`config.mk`:
```
export PLATFORM = sky130hd
export DESIGN_NAME = brq_resolve_flat
export DESIGN_NICKNAME = d
export VERILOG_FILES = /design/src/rtl/brq_if.sv /design/src/rtl/brq_resolve.sv /design/src/flat_wrapper.sv
export SDC_FILE = /design/constraint.sdc
export NUM_CORES = 1
export LEC_CHECK = 0
export BUFFER_PORTS_ARGS = -buffer_cell sky130_fd_sc_hd__buf_2
export CORE_MARGIN = 2
export CORE_UTILIZATION = 35
export DETAILED_ROUTE_END_ITERATION = 16
export PLACE_DENSITY = 0.49
export SETUP_SLACK_MARGIN = 0.5
export SYNTH_ARGS = -nofsm -noshare
export SYNTH_HDL_FRONTEND = slang
export SYNTH_SLANG_ARGS = --single-unit
```
`constraint.sdc`:
```
create_clock -name clk -period 8.55 [get_ports clk]
set_input_delay 0.855 -clock clk [delete_from_list [all_inputs] [get_ports clk]]
set_output_delay 0.855 -clock clk [all_outputs]
set_load 0.01 [all_outputs]
```
`src/rtl/brq_if.sv`:
```
// Handshake bundle for the branch resolve queue: dispatch allocations and
// execute results in, in-order resolution pulses and flush information out.
interface brq_if #(
  parameter int SPTAG_WIDTH = 5,
  parameter int PC_WIDTH    = 32
);
  localparam int CW = $clog2(SPTAG_WIDTH);

  logic                   i_alloc_1;
  logic                   i_alloc_2;
  logic [SPTAG_WIDTH-1:0] i_alloc_tag_1;
  logic [SPTAG_WIDTH-1:0] i_alloc_tag_2;
  logic                   i_ex_valid;
  logic [SPTAG_WIDTH-1:0] i_ex_tag;
  logic                   i_ex_miss;
  logic [PC_WIDTH-1:0]    i_ex_target;
  logic                   o_prsuc;
  logic                   o_prmiss;
  logic [PC_WIDTH-1:0]    o_prmiss_pc;
  logic [SPTAG_WIDTH-1:0] o_sptag_fix;
  logic [CW-1:0]          o_count;
  logic                   o_ovf;

  modport master (
    output i_alloc_1, i_alloc_2, i_alloc_tag_1, i_alloc_tag_2,
           i_ex_valid, i_ex_tag, i_ex_miss, i_ex_target,
    input  o_prsuc, o_prmiss, o_prmiss_pc, o_sptag_fix, o_count, o_ovf
  );

  modport slave (
    input  i_alloc_1, i_alloc_2, i_alloc_tag_1, i_alloc_tag_2,
           i_ex_valid, i_ex_tag, i_ex_miss, i_ex_target,
    output o_prsuc, o_prmiss, o_prmiss_pc, o_sptag_fix, o_count, o_ovf
  );
endinterface

```
`src/rtl/brq_resolve.sv`:
```
// Branch resolve queue: tracks in-flight branches in program order and
// retires them from the head, either as a success pop or a full flush.
module brq_resolve #(
  parameter int SPTAG_WIDTH = 5,
  parameter int PC_WIDTH    = 32
) (
  input  logic  clk,
  input  logic  rst,
  brq_if.slave  bus
);
  localparam int D  = SPTAG_WIDTH - 1;
  localparam int PW = (D > 1) ? $clog2(D) : 1;
  localparam int CW = $clog2(D + 1);

  typedef struct packed {
    logic                   valid;
    logic [SPTAG_WIDTH-1:0] tag;
    logic                   done;
    logic                   miss;
    logic [PC_WIDTH-1:0]    target;
  } entry_t;

  entry_t          q [D];
  logic [PW-1:0]   head, tail;
  logic [CW-1:0]   cnt;

  entry_t          hd;
  logic            pop, flush, blk_alloc, take1, take2, drop;
  logic [PW-1:0]   slot1, slot2, tail_nxt;
  logic [D-1:0]    ex_hit;
  int              free_slots;

  function automatic logic [PW-1:0] inc(input logic [PW-1:0] p);
    return (int'(p) == D - 1) ? '0 : p + PW'(1);
  endfunction

  function automatic entry_t mk(input logic [SPTAG_WIDTH-1:0] t);
    entry_t e;
    e       = '0;
    e.valid = 1'b1;
    e.tag   = t;
    return e;
  endfunction

  always_comb begin
    hd        = q[head];
    pop       = hd.valid & hd.done & ~hd.miss;
    flush     = hd.valid & hd.done & hd.miss;
    // a flush in flight, or its visible pulse, kills new dispatch
    blk_alloc = flush | bus.o_prmiss;
    // capacity is judged after this cycle's pop so a full queue can still refill
    free_slots = D - int'(cnt) + int'(pop);
    take1     = bus.i_alloc_1 & ~blk_alloc & (free_slots >= 1);
    take2     = bus.i_alloc_2 & ~blk_alloc & (free_slots >= 1 + int'(take1));
    drop      = ~blk_alloc & ((bus.i_alloc_1 & ~take1) | (bus.i_alloc_2 & ~take2));
    slot1     = tail;
    slot2     = take1 ? inc(tail) : tail;
    tail_nxt  = take2 ? inc(slot2) : slot2;
    for (int i = 0; i < D; i++)
      ex_hit[i] = bus.i_ex_valid & ~flush & q[i].valid & ~q[i].done &
                  (q[i].tag == bus.i_ex_tag);
  end

  always_ff @(posedge clk or posedge rst) begin
    if (rst) begin
      for (int i = 0; i < D; i++) q[i] <= '0;
      head            <= '0;
      tail            <= '0;
      cnt             <= '0;
      bus.o_prsuc     <= 1'b0;
      bus.o_prmiss    <= 1'b0;
      bus.o_ovf       <= 1'b0;
      bus.o_prmiss_pc <= '0;
      bus.o_sptag_fix <= '0;
    end else begin
      bus.o_prsuc  <= pop;
      bus.o_prmiss <= flush;
      bus.o_ovf    <= drop;
      if (flush) begin
        bus.o_prmiss_pc <= hd.target;
        bus.o_sptag_fix <= hd.tag;
        for (int i = 0; i < D; i++) q[i] <= '0;
        head <= '0;
        tail <= '0;
        cnt  <= '0;
      end else begin
        for (int i = 0; i < D; i++) begin
          if (ex_hit[i]) begin
            q[i].done   <= 1'b1;
            q[i].miss   <= bus.i_ex_miss;
            q[i].target <= bus.i_ex_target;
          end
        end
        if (pop) begin
          q[head].valid <= 1'b0;
          head          <= inc(head);
        end
        // allocation last: on a full queue it may reuse the slot just popped
        if (take1) q[slot1] <= mk(bus.i_alloc_tag_1);
        if (take2) q[slot2] <= mk(bus.i_alloc_tag_2);
        tail <= tail_nxt;
        cnt  <= cnt - CW'(pop) + CW'(take1) + CW'(take2);
      end
    end
  end

  assign bus.o_count = cnt;
endmodule

```
`src/flat_wrapper.sv`:
```
// flat-port wrapper written by rule: the top's interface ports become plain ports
module brq_resolve_flat 
#(
  parameter int SPTAG_WIDTH = 5,
  parameter int PC_WIDTH    = 32
)
  (clk, rst, bus_i_alloc_1, bus_i_alloc_2, bus_i_alloc_tag_1, bus_i_alloc_tag_2, bus_i_ex_valid, bus_i_ex_tag, bus_i_ex_miss, bus_i_ex_target, bus_o_prsuc, bus_o_prmiss, bus_o_prmiss_pc, bus_o_sptag_fix, bus_o_count, bus_o_ovf);
  brq_if #(.SPTAG_WIDTH(SPTAG_WIDTH), .PC_WIDTH(PC_WIDTH)) bus_i ();
  input  logic clk;
  input  logic rst;
  input wire logic [$bits(bus_i.i_alloc_1)-1:0] bus_i_alloc_1;
  input wire logic [$bits(bus_i.i_alloc_2)-1:0] bus_i_alloc_2;
  input wire logic [$bits(bus_i.i_alloc_tag_1)-1:0] bus_i_alloc_tag_1;
  input wire logic [$bits(bus_i.i_alloc_tag_2)-1:0] bus_i_alloc_tag_2;
  input wire logic [$bits(bus_i.i_ex_valid)-1:0] bus_i_ex_valid;
  input wire logic [$bits(bus_i.i_ex_tag)-1:0] bus_i_ex_tag;
  input wire logic [$bits(bus_i.i_ex_miss)-1:0] bus_i_ex_miss;
  input wire logic [$bits(bus_i.i_ex_target)-1:0] bus_i_ex_target;
  output wire logic [$bits(bus_i.o_prsuc)-1:0] bus_o_prsuc;
  output wire logic [$bits(bus_i.o_prmiss)-1:0] bus_o_prmiss;
  output wire logic [$bits(bus_i.o_prmiss_pc)-1:0] bus_o_prmiss_pc;
  output wire logic [$bits(bus_i.o_sptag_fix)-1:0] bus_o_sptag_fix;
  output wire logic [$bits(bus_i.o_count)-1:0] bus_o_count;
  output wire logic [$bits(bus_i.o_ovf)-1:0] bus_o_ovf;
  assign bus_i.i_alloc_1 = bus_i_alloc_1;
  assign bus_i.i_alloc_2 = bus_i_alloc_2;
  assign bus_i.i_alloc_tag_1 = bus_i_alloc_tag_1;
  assign bus_i.i_alloc_tag_2 = bus_i_alloc_tag_2;
  assign bus_i.i_ex_valid = bus_i_ex_valid;
  assign bus_i.i_ex_tag = bus_i_ex_tag;
  assign bus_i.i_ex_miss = bus_i_ex_miss;
  assign bus_i.i_ex_target = bus_i_ex_target;
  assign bus_o_prsuc = bus_i.o_prsuc;
  assign bus_o_prmiss = bus_i.o_prmiss;
  assign bus_o_prmiss_pc = bus_i.o_prmiss_pc;
  assign bus_o_sptag_fix = bus_i.o_sptag_fix;
  assign bus_o_count = bus_i.o_count;
  assign bus_o_ovf = bus_i.o_ovf;
  brq_resolve #(.SPTAG_WIDTH(SPTAG_WIDTH), .PC_WIDTH(PC_WIDTH)) u_core (.clk(clk), .rst(rst), .bus(bus_i));
endmodule
```
Word-level counts from Yosys, hierarchy flattened --
Cells that the tools add are included.
Storage, ports and cells: register bits after elaboration 207, word-level logic and storage cells 128, input bits 53, output and inout bits 43
Cells by class: eq/ne operators 7, $lt $le $gt $ge 8, bitwise operators 37, reductions and logical operators 4, add/subtract/negate cells 9, muxes and demuxes 35
Operator list (count):
- $mux W160 | 6
- $bwmux W160 | 3
- $mux W34 | 8
- $demux W40 S2 | 3
- $mux W40 | 5
- $bmux W40 S2 | 1
- $add A32 B2 Y32 | 1
- $ge A32 B2 Y1 const B | 1
- $ge A32 B32 Y1 | 1
- $and A1 B1 Y1 | 23
- $eq A5 B5 Y1 | 4
- $mux W2 | 8
- $ge A3 B3 Y1 const B | 3
- $lt A3 B1 Y1 const B | 3
- $not A1 Y1 | 9
- $not A2 Y3 | 3
- $add A2 B1 Y2 const B | 3
- $add A3 B1 Y3 | 2
- $eq A2 B1 Y1 const B | 3
- $sub A3 B3 Y4 const A | 1
- $logic_and A1 B1 Y1 | 3
- $mux W3 | 1
- $sub A3 B1 Y3 | 1
- $add A1 B1 Y2 const A | 1
- 2 further kinds | 3

Longest topological paths before layout --
Gate-level depths: netlist of the first run.
word-level depth 22, depth in mapped cells 22, gate-level depth less buffers 20

Worst setup path after synthesis of the first run --
No wires, ideal clock.
path kind reg-to-reg, start point register u_core.head[0], end point register u_core.cnt[2] (netlist: u_core.bus.o_count[2]), cell stages (with the launch flop) 23, clock period less this slack 5014 ps, library setup time 121 ps, arrival time 4893 ps, setup slack 3536 ps, cell sequence dfrtp_1 > buf_4 > inv_2 > mux4_2 > nor2b_1 > clkbuf_1 > ha_1 > ha_1 > nand2_1 > ha_1 > nor3b_1 > and4_4 > a21oi_4 > nand3_1 > ha_1 > nand2b_1 > a21oi_1 > a21oi_2 > nand3_1 > fa_1 > fa_1 > xor2_1 > nor2_1
Between the ends: elaborated cells between the ends (all ways) 22, those cells by class 5 x add/sub; 2 x order compare; 4 x mux; 11 x bitwise
RTL lines:
- from (decl) | line brq_resolve.sv:24 | logic [PW-1:0] head, tail;
- from (signal assigned) | line brq_resolve.sv:96 | head <= inc(head);
- $not A2 Y3 (implied by the code) * | line brq_resolve.sv:46 | hd = q[head];
- $bmux W40 S2 * | line brq_resolve.sv:46
- $mux W40 (implied by the code) * (2 in a row) | line brq_resolve.sv:46
- $and A1 B1 Y1 / $not A1 Y1 (equally long branches) | line brq_resolve.sv:47 | pop = hd.valid & hd.done & ~hd.miss;
- $and A1 B1 Y1 * | line brq_resolve.sv:47
- named net u_core.pop | line brq_resolve.sv:28 | logic pop, flush, blk_alloc, take1, take2, drop;
- $add A32 B2 Y32 | line brq_resolve.sv:52 | free_slots = D - int'(cnt) + int'(pop);
- $ge A32 B2 Y1 | line brq_resolve.sv:53 | take1 = bus.i_alloc_1 & ~blk_alloc & (free_slots >= 1);
- $and A1 B1 Y1 | line brq_resolve.sv:53
- $add A1 B1 Y2 | line brq_resolve.sv:54 | take2 = bus.i_alloc_2 & ~blk_alloc & (free_slots >= 1 + int'(take1));
- $ge A32 B32 Y1 | line brq_resolve.sv:54
- $and A1 B1 Y1 | line brq_resolve.sv:54
- $add A3 B1 Y3 * | line brq_resolve.sv:102 | cnt <= cnt - CW'(pop) + CW'(take1) + CW'(take2);
- $mux W3 * | line brq_resolve.sv:79 | if (flush) begin
- to (signal assigned) | line brq_resolve.sv:102
- to (decl) | line brq_resolve.sv:25 | logic [CW-1:0] cnt;
Mark *: on every way through the listed nets, which the timed path passes. The rest lies on a longest branch. The select of a mux whose other input is x is not followed. A chain may end at the register's enable or synchronous reset.

Worst setup path after layout of the first run --
start point register u_core.head[1], end point register u_core.q[145] (netlist bit)
Between the ends: cells in the longest elaborated chain, start to end 22, elaborated cells between the ends (all ways) 42, those cells by class 2 x add/sub; 4 x order compare; 18 x mux; 17 x bitwise; 1 x reduce/logical
RTL lines:
- $not A2 Y3 (implied by the code) * | line brq_resolve.sv:46, brq_resolve.sv:95
- branches (longest 20 deep; another with $add A32 B2 Y32)
- $mux W160 * | line brq_resolve.sv:79
- to (signal, indexed assignment) | line brq_resolve.sv:99 | if (take1) q[slot1] <= mk(bus.i_alloc_tag_1);
- to (signal, indexed assignment) | line brq_resolve.sv:100 | if (take2) q[slot2] <= mk(bus.i_alloc_tag_2);
- to (decl) | line brq_resolve.sv:23 | entry_t q [D];
Mark *: on every way between the ends. The select of a mux whose other input is x is not followed.

==> results of run 1 <==
[final cells by class]
class	instances	area (sq um)
Fill cell	2909	17600
Sequential cell	207	5180
Multi-Input combinational cell	617	4740
Clock buffer	34	729
Timing Repair Buffer	105	551
Tap cell	390	488
Clock inverter	11	111
Inverter	13	56.3
[synth_stat cells, types with 2 or more instances]
library cell	n	area, sq um
a21oi_1	26	130
a21oi_4	2	32.5
a22o_1	2	17.5
a31oi_1	5	31.3
and2_1	5	31.3
and3_1	4	25.0
buf_2	12	60.1
buf_4	6	45.0
buf_6	24	270
buf_8	2	30.0
clkbuf_1	12	45.0
dfrtp_1	207	5180
fa_1	2	40.0
ha_1	26	325
inv_1	11	41.3
inv_2	2	7.51
mux2i_1	155	1550
mux4_2	39	878
nand2_1	124	465
nand3_1	5	25.0
nand3_2	4	40.0
nand4_1	8	50.1
nand4_4	4	85.1
nor2_1	144	541
nor2b_1	3	18.8
nor4b_1	4	35.0
o21ai_0	18	90.1
o21ai_1	4	20.0
xnor2_1	16	140
xor2_1	6	52.6
[worst max-delay path by stage]
stage / endpoint / from / slack [ps]
after floorplan: u_core.bus.o_count[0]$_DFF_PP0_ / rst / 2040
after global placement: u_core.q[145]$_DFF_PP0_ / u_core.head[0]$_DFFE_PP0P_ / 2420
final: u_core.q[145]$_DFF_PP0_ / u_core.head[1]$_DFFE_PP0P_ / 2350
after detailed placement: u_core.q[136]$_DFF_PP0_ / u_core.head[0]$_DFFE_PP0P_ / 2300
after global routing: u_core.q[141]$_DFF_PP0_ / u_core.head[0]$_DFFE_PP0P_ / 1830
after CTS: u_core.q[122]$_DFF_PP0_ / u_core.head[0]$_DFFE_PP0P_ / 2290
[metal layers]
metal,vias to the layer above,track usage (%)
li1,3236,-
met3,38,2.69
met2,131,26.9
met4,2,4.03
met5,-,0
met1,3377,24.3
[flip-flops by register name, indices dropped and copies added, names as in the netlist]
register	flops
u_core.bus.o_prsuc	1
u_core.head	2
u_core.slot1	2
u_core.bus.o_count	3
u_core.bus.o_prmiss	1
u_core.bus.o_sptag_fix	5
u_core.bus.o_ovf	1
u_core.q	160
u_core.bus.o_prmiss_pc	32
[where the power goes]
| part | internal, mW | leakage, nW | switching (mW) |
|---|---|---|---|
| combinational | 0.580 | 2.50 | 0.747 |
| sequential | 1.30 | 2.78 | 0.232 |
| clock | 0.656 | 0.421 | 0.425 |
[logic make-up after synthesis]
family,share of synthesized area [%]
adders and majority gates,3.51
muxes,23.3
xor gates and xnor gates,2.07
and+or+nand+nor,13.2
DFF,49.7
buffers and inverters,4.83
AOI/OAI and AO/OA,3.38
[stage by stage]
step	area, sq um	setup WS [ps]
final	11900	2350
after global routing	11900	1830
after floorplan	10400	2040
after detailed placement	11000	2300
after global placement	11000	2420
after CTS	11900	2290
==> key figures, run 1 <==
Setup path
  • Startpoint types: flop
  • R2R Path End: u_core.q[145]$_DFF_PP0_
  • Crit-path max FO: 33
  • CP max stage cell: nand3_2
  • Crit path required time: 8970 ps
  • R2r startpoint: u_core.head[1]$_DFFE_PP0P_
  • FF-to-FF path depth: 17
  • Setup crit end kind: flop
  • Crit Path Category: flop to flop
  • CP delay by family, top: simple AND/OR/NAND/NOR gates
  • Cell mode on critical path: ha_1
  • Critical path, cell by cell: mux4_2, nor2b_1, ha_1, ha_1, nand2_1, ha_1, nor3b_1, and4_4, a21oi_4, nand3_1, ha_1, nand2b_1, a21oi_1, a21oi_2, nand4_1, nand3_2, nor2_1
  • WP buf/inv: 0
  • Critical path depth in cells: 17
  • R2R Setup Slk: 2350 ps
  • CP peak stage delay: 880 ps
  • Worst EP arrival: 6620 ps

CTS
  • Clk_lat worst skew: 520 ps
  • Total CTS buffers: 25
  • Clock sink count: 207
  • Hold_buf cts: 0
  • CTS Buffer Depth: 3
  • Clk root buf: clkbuf_16
  • H-tree depth: 1
  • Postcts setup bufs: 0
  • Number of gates resized after cts: 0
  • CTS tree: yes
  • Clock edge transition at the registers on the reported setup and hold paths: 60 ps

STA
  • Final setup fails: 0
  • Fin Hold WS: 428 ps
  • Tmin final: 6200 ps
  • Slew margin rel.: 32.0%
  • RSZ-0062 raised after global routing: false
  • Clk_skew: 7.65 ps
  • F_max: 161 MHz
  • Final slew viol count: 0
  • Slew @ Worst Pin: 1020 ps
  • Period utilization: 72.5%
  • Setup TNS: 0 ps
  • Final Hold Fails: 0

Floorplanning
  • Core box area: 29500 sq um
  • Vert. Die Dim: 177 microns
  • Core Rows: 63
  • Ports: 96
  • Width of the die: 177 microns
  • Die Area: 31200 sq um
  • Initial Util: 35.3%

Logic synthesis
  • Most frequently used flop master after synthesis: dfrtp_1
  • Mapped Avg Cell Area: 11.7 sq um
  • Seq/Total Area, Yosys: 49.7%
  • Synth Net Count: 975
  • Yosys cell types: 42
  • #FFs+latches synth: 207
  • Cell count after synthesis: 894
  • Asr flop ratio synth: 100%
  • Synth Warn #: 0
  • EDFF count, synth: 0
  • Post-Synthesis Cell Area: 10400 sq um

Detailed routing
  • Starting DRC count in detailed routing: 396
  • Final antenna-violating net count: 0
  • Wirelength per Cell: 18.7 microns
  • Post-Route M1 WL: 12400 microns
  • Met2 routed WL: 11800 microns
  • WL final: 25700 microns
  • DRT Pass-1 Iters: 4
  • Vias/cell: 4.93
  • Top sig layer: met5
  • DRC Markers: 0
  • Vias: 6784
  • Met3 WL post-DR: 1050 microns

Final layout
  • Most frequent cells in the layout: dfrtp_1, mux2i_1, nor2_1
  • Finished Layout Cells: 1377
  • Final core occ: 40.2%
  • Layout area overhead: 13.8%
  • Most common cell after layout, fill and taps aside: dfrtp_1
  • Layout cells sized above 1: 21.2%
  • Ant diodes: 0
  • Final #Nets: 1050

GRT
  • Initial antenna violation count: 1
  • GRT Total Usage: 17.0%
  • First-pass GRT wire length: 41400 microns
  • Largest net degree at the start of global routing: 94
  • Grt ovf: 0
  • Number of global-route vias before repair: 7157

Pwr
  • Pwr Density: 333 nW/um^2
  • Static Leakage: 5.70 nW
  • Design Power: 3.94 mW
  • Worst vdd ir: 0.180 mV

Placement
  • Placed Instances: 1332
  • HPWL Detailed: 15500 microns
  • I/O Buffers: 95
  • Final RePlAce weighted congestion: 0.817

Outcome
  • Status: finished clean

Min path
  • Min-Delay Path Class: input port to async pin

Flow run
  • Max_cap viols: 0
Note: power is estimated with default switching activity, not from simulation.
==> run 2: changes to the inputs <==
--- a/config.mk
+++ b/config.mk
@@ -5,11 +5,12 @@
 export SDC_FILE = /design/constraint.sdc
 export NUM_CORES = 1
 export LEC_CHECK = 0
+export ABC_AREA = 1
 export BUFFER_PORTS_ARGS = -buffer_cell sky130_fd_sc_hd__buf_2
 export CORE_MARGIN = 2
 export CORE_UTILIZATION = 35
 export DETAILED_ROUTE_END_ITERATION = 16
-export PLACE_DENSITY = 0.49
+export PLACE_DENSITY = 0.5
 export SETUP_SLACK_MARGIN = 0.5
 export SYNTH_ARGS = -nofsm -noshare
 export SYNTH_HDL_FRONTEND = slang
==> constraint.sdc (replaced) <==
create_clock -name clk -period 5.41 [get_ports clk]
set_input_delay 0.541 -clock clk [delete_from_list [all_inputs] [get_ports clk]]
set_output_delay 0.541 -clock clk [all_outputs]
set_load 0.01 [all_outputs]
==> key figures, run 2 <==
Setup path
  • WP buf/inv: 5 (+5)
  • Crit-path max FO: 26 (-21%)
  • CP delay by family, top: adder cells
  • Setup crit end kind: flop
  • Worst EP arrival: 4870 ps (-1750 ps)
  • Startpoint types: flop
  • CP peak stage delay: 480 ps (-400 ps)
  • CP max stage cell: dfrtp_2
  • R2R Setup Slk: 910 ps (-1440 ps)
  • Crit path required time: 5780 ps (-3190 ps)
  • Crit Path Category: flop to flop

STA
  • Tmin final: 4500 ps (-1700 ps)
  • Clk_skew: 16.4 ps (+8.74 ps)
  • RSZ-0062 raised after global routing: false
  • Slew @ Worst Pin: 926 ps (-93.0 ps)
  • Worst setup margin: 915 ps (-1440 ps)
  • Final slew viol count: 0 (unchanged)
  • Setup TNS: 0 ps (unchanged)
  • Fin Hold WS: 104 ps (-324 ps)
  • Final setup fails: 0 (unchanged)
  • Period utilization: 83.1% (+11 points)
  • Final Hold Fails: 0 (unchanged)
  • F_max: 222 MHz (+38%)
  • Slew margin rel.: 38.3% (+6.3 points)

CTS
  • Clk root buf: clkbuf_16
  • Total CTS buffers: 25 (unchanged)
  • CTS tree: yes
  • CTS Buffer Depth: 3 (unchanged)
  • Clk_lat worst skew: 540 ps (+20 ps)
  • H-tree depth: 1 (unchanged)
  • Clock sink count: 207 (unchanged)
  • Hold_buf cts: 0 (unchanged)
  • Clock edge transition at the registers on the reported setup and hold paths: 60 ps (about the same)

Logic synthesis
  • #FFs+latches synth: 207 (unchanged)
  • Ranking of synthesized cells by area: dfrtp_1, o21ai_0, nand2_1
  • Seq/Total Area, Yosys: 46.2% (-3.5 points)
  • Most frequent cells after synthesis: nand2_1, o21ai_0, inv_1
  • Top cell type by total area after synthesis: dfrtp_1
  • Mapped Avg Cell Area: 7.56 sq um (-35%)
  • EDFF count, synth: 0 (unchanged)
  • Cell count after synthesis: 1482 (+66%)
  • Yosys cell types: 31 (-26%)
  • Synth Net Count: 1563 (+60%)
  • Top-count cell post-synth: nand2_1
  • Post-Synthesis Cell Area: 11200 sq um (+7.6%)
  • Asr flop ratio synth: 100% (unchanged)
  • Post-synth top area share: 46.2% (-3.5 points)
  • Synth Warn #: 0 (unchanged)
  • Most frequently used flop master after synthesis: dfrtp_1

GRT
  • Met2 usage: 29.9% (+3.0 points)
  • Initial antenna violation count: 0 (-1)
  • GRT Max-Usage Layer: met2
  • Largest net degree at the start of global routing: 156 (+66%)
  • Met1 usage: 26.2% (+1.8 points)
  • Number of global-route vias before repair: 9024 (+26%)
  • First-pass GRT wire length: 49400 microns (+19%)
  • Grt ovf: 0 (unchanged)
  • GR met3 Demand/Resource: 2.22% (-0.47 points)
  • GRT Total Usage: 18.4% (+1.4 points)

Pwr
  • Worst vdd ir: 0.265 mV (+47%)
  • Sequential Power Share: 46.7% (+7.8 points)
  • Sw Ratio: 22.4% (-13 points)
  • Int Pwr: 2.57 mW (+1.3%)
  • Static Leakage: 6.97 nW (+22%)
  • Psw: 743 uW (-47%)
  • Clk pwr share: 50.5% (+23 points)
  • Combinational power share: 2.8% (-31 points)
  • Design Power: 3.31 mW (-16%)
  • Pwr Density: 261 nW/um^2 (-22%)

Placement
  • I/O Buffers: 95 (unchanged)
  • Final RePlAce weighted congestion: 0.838 (+2.5%)
  • Pre-CTS setup slack: 324 ps (-1970 ps)
  • HPWL Detailed: 18200 microns (+17%)

Final layout
  • Layout area overhead: 13.5%
  • Most frequent cells in the layout: nand2_1, o21ai_0, inv_1
  • Final core occ: 40.3% (+0.084 points)
  • Top Registers: u_core.q x160, u_core.bus.o_prmiss_pc x32, u_core.bus.o_sptag_fix x5
  • Ant diodes: 0 (unchanged)
  • Most common cell after layout, fill and taps aside: nand2_1
  • Register with the most flip-flops: u_core.q
  • Max FFs per register: 160 (unchanged)
  • Final #Nets: 1616 (+54%)
  • Layout cells sized above 1: 12.0% (-9.1 points)

Floorplanning
  • Die Area: 33500 sq um (+7.4%)
  • Width of the die: 183 microns (+3.6%)
  • Ports: 96 (unchanged)
  • Initial Util: 35.5% (+0.17 points)
  • Core box area: 31600 sq um (+7.0%)
  • Core Rows: 65 (+3.2%)
  • Vert. Die Dim: 183 microns (+3.6%)

Detailed routing
  • Vias/cell: 4.77 (-3.1%)
  • Wirelength per Cell: 15.5 microns (-17%)
  • WL final: 30300 microns (+18%)
  • Starting DRC count in detailed routing: 669 (+69%)
  • Vias: 9329 (+38%)
  • Final antenna-violating net count: 0 (unchanged)
  • DRT Pass-1 Iters: 5 (+1)
  • DRC Markers: 0 (unchanged)

Flow run
  • Max_cap viols: 0 (unchanged)

Outcome
  • Status: finished clean

Min path
  • Min-Delay Path Class: input port to async pin
run 2: cell count changes in the layout (fill, tap and decap cells not counted), sizes merged, moves of 11 or more:
cell | before | now
o21ai | 22 | 273
inv | 14 | 216
mux2i | 155 | 0
nand2 | 125 | 274
nor2 | 144 | 213
a21oi | 29 | 84
mux4 | 39 | 0
a31oi | 5 | 37
nand3 | 9 | 32
xnor2 | 16 | 0
buf | 105 | 116
run 2: area by class of cell:
type                       instances  area, sq um
inverter                         217          833
clock buffer                      40          752
clock inverter                     5         65.1
timing repair buffer             117          651
multi-input combinational        967         4730
sequential                       207         5180
fill                            3304        18800
tap                              402          503
run 2: final timing paths:
| path | start | end | cells after the start |
|---|---|---|---|
| max | u_core.head[0]$_DFFE_PP0P_ | u_core.bus.o_count[2]$_DFF_PP0_ | 29 |
| min | rst | u_core.q[154]$_DFF_PP0_ | 2 |
| max reg2reg | u_core.head[0]$_DFFE_PP0P_ | u_core.bus.o_count[2]$_DFF_PP0_ | 29 |
| min reg2reg | u_core.bus.o_prmiss_pc[10]$_DFFE_PP0P_ | u_core.bus.o_prmiss_pc[10]$_DFFE_PP0P_ | 2 |
| max in group asynchronous | rst | u_core.q[132]$_DFF_PP0_ | 3 |
| min in group clk | bus_i_ex_target[24] | u_core.q[24]$_DFF_PP0_ | 3 |
run 2: kinds of logic (layout without fill, tap and decap cells):
family	after synthesis	count (layout)	synth area share [%]
AND/OR/NAND/NOR	531	531	19.9
AO/OA/AOI/OAI	404	404	18.6
buffers and inverters	308	379	11.7
flip-flops	207	207	46.2
adder cells (fa/ha/maj)	28	28	3.26
XOR/XNOR	4	4	0.313
run 2: per-stage QoR:
| stage | instance area [sq um] | instances |
|---|---|---|
| 6_report | 12700 | 1955 |
| 3_5_place_dp | 11900 | 1908 |
| 4_1_cts | 12700 | 1953 |
| 3_3_place_gp | 11900 | 1908 |
| 2_1_floorplan | 11200 | 1482 |
| 5_1_grt | 12700 | 1955 |
run 2: layer usage:
| metal | wire (microns) | vias to the layer above |
|---|---|---|
| met2 | 13700 | 187 |
| li1 | - | 4807 |
| met4 | 462 | 0 |
| met5 | 0 | - |
| met3 | 1170 | 27 |
| met1 | 15000 | 4308 |
run 2: what timing repair did:
action | in CTS | in global routing
resized for setup | 3 | 9
setup buffers | 0 | 2
endpoints found under the setup margin | 68 | 135
gates cloned | 0 | 0
run 2: power by group through the flow:
| stage | clock network [mW] | registers [mW] | logic, mW |
|---|---|---|---|
| floorplan | 0 | 1.58 | 0.0407 |
| global placement | 0 | 1.58 | 0.0965 |
| detailed placement | 0 | 1.58 | 0.0956 |
| CTS | 1.72 | 1.55 | 0.0959 |
| global route | 1.79 | 1.55 | 0.106 |
| finish | 1.67 | 1.55 | 0.0925 |
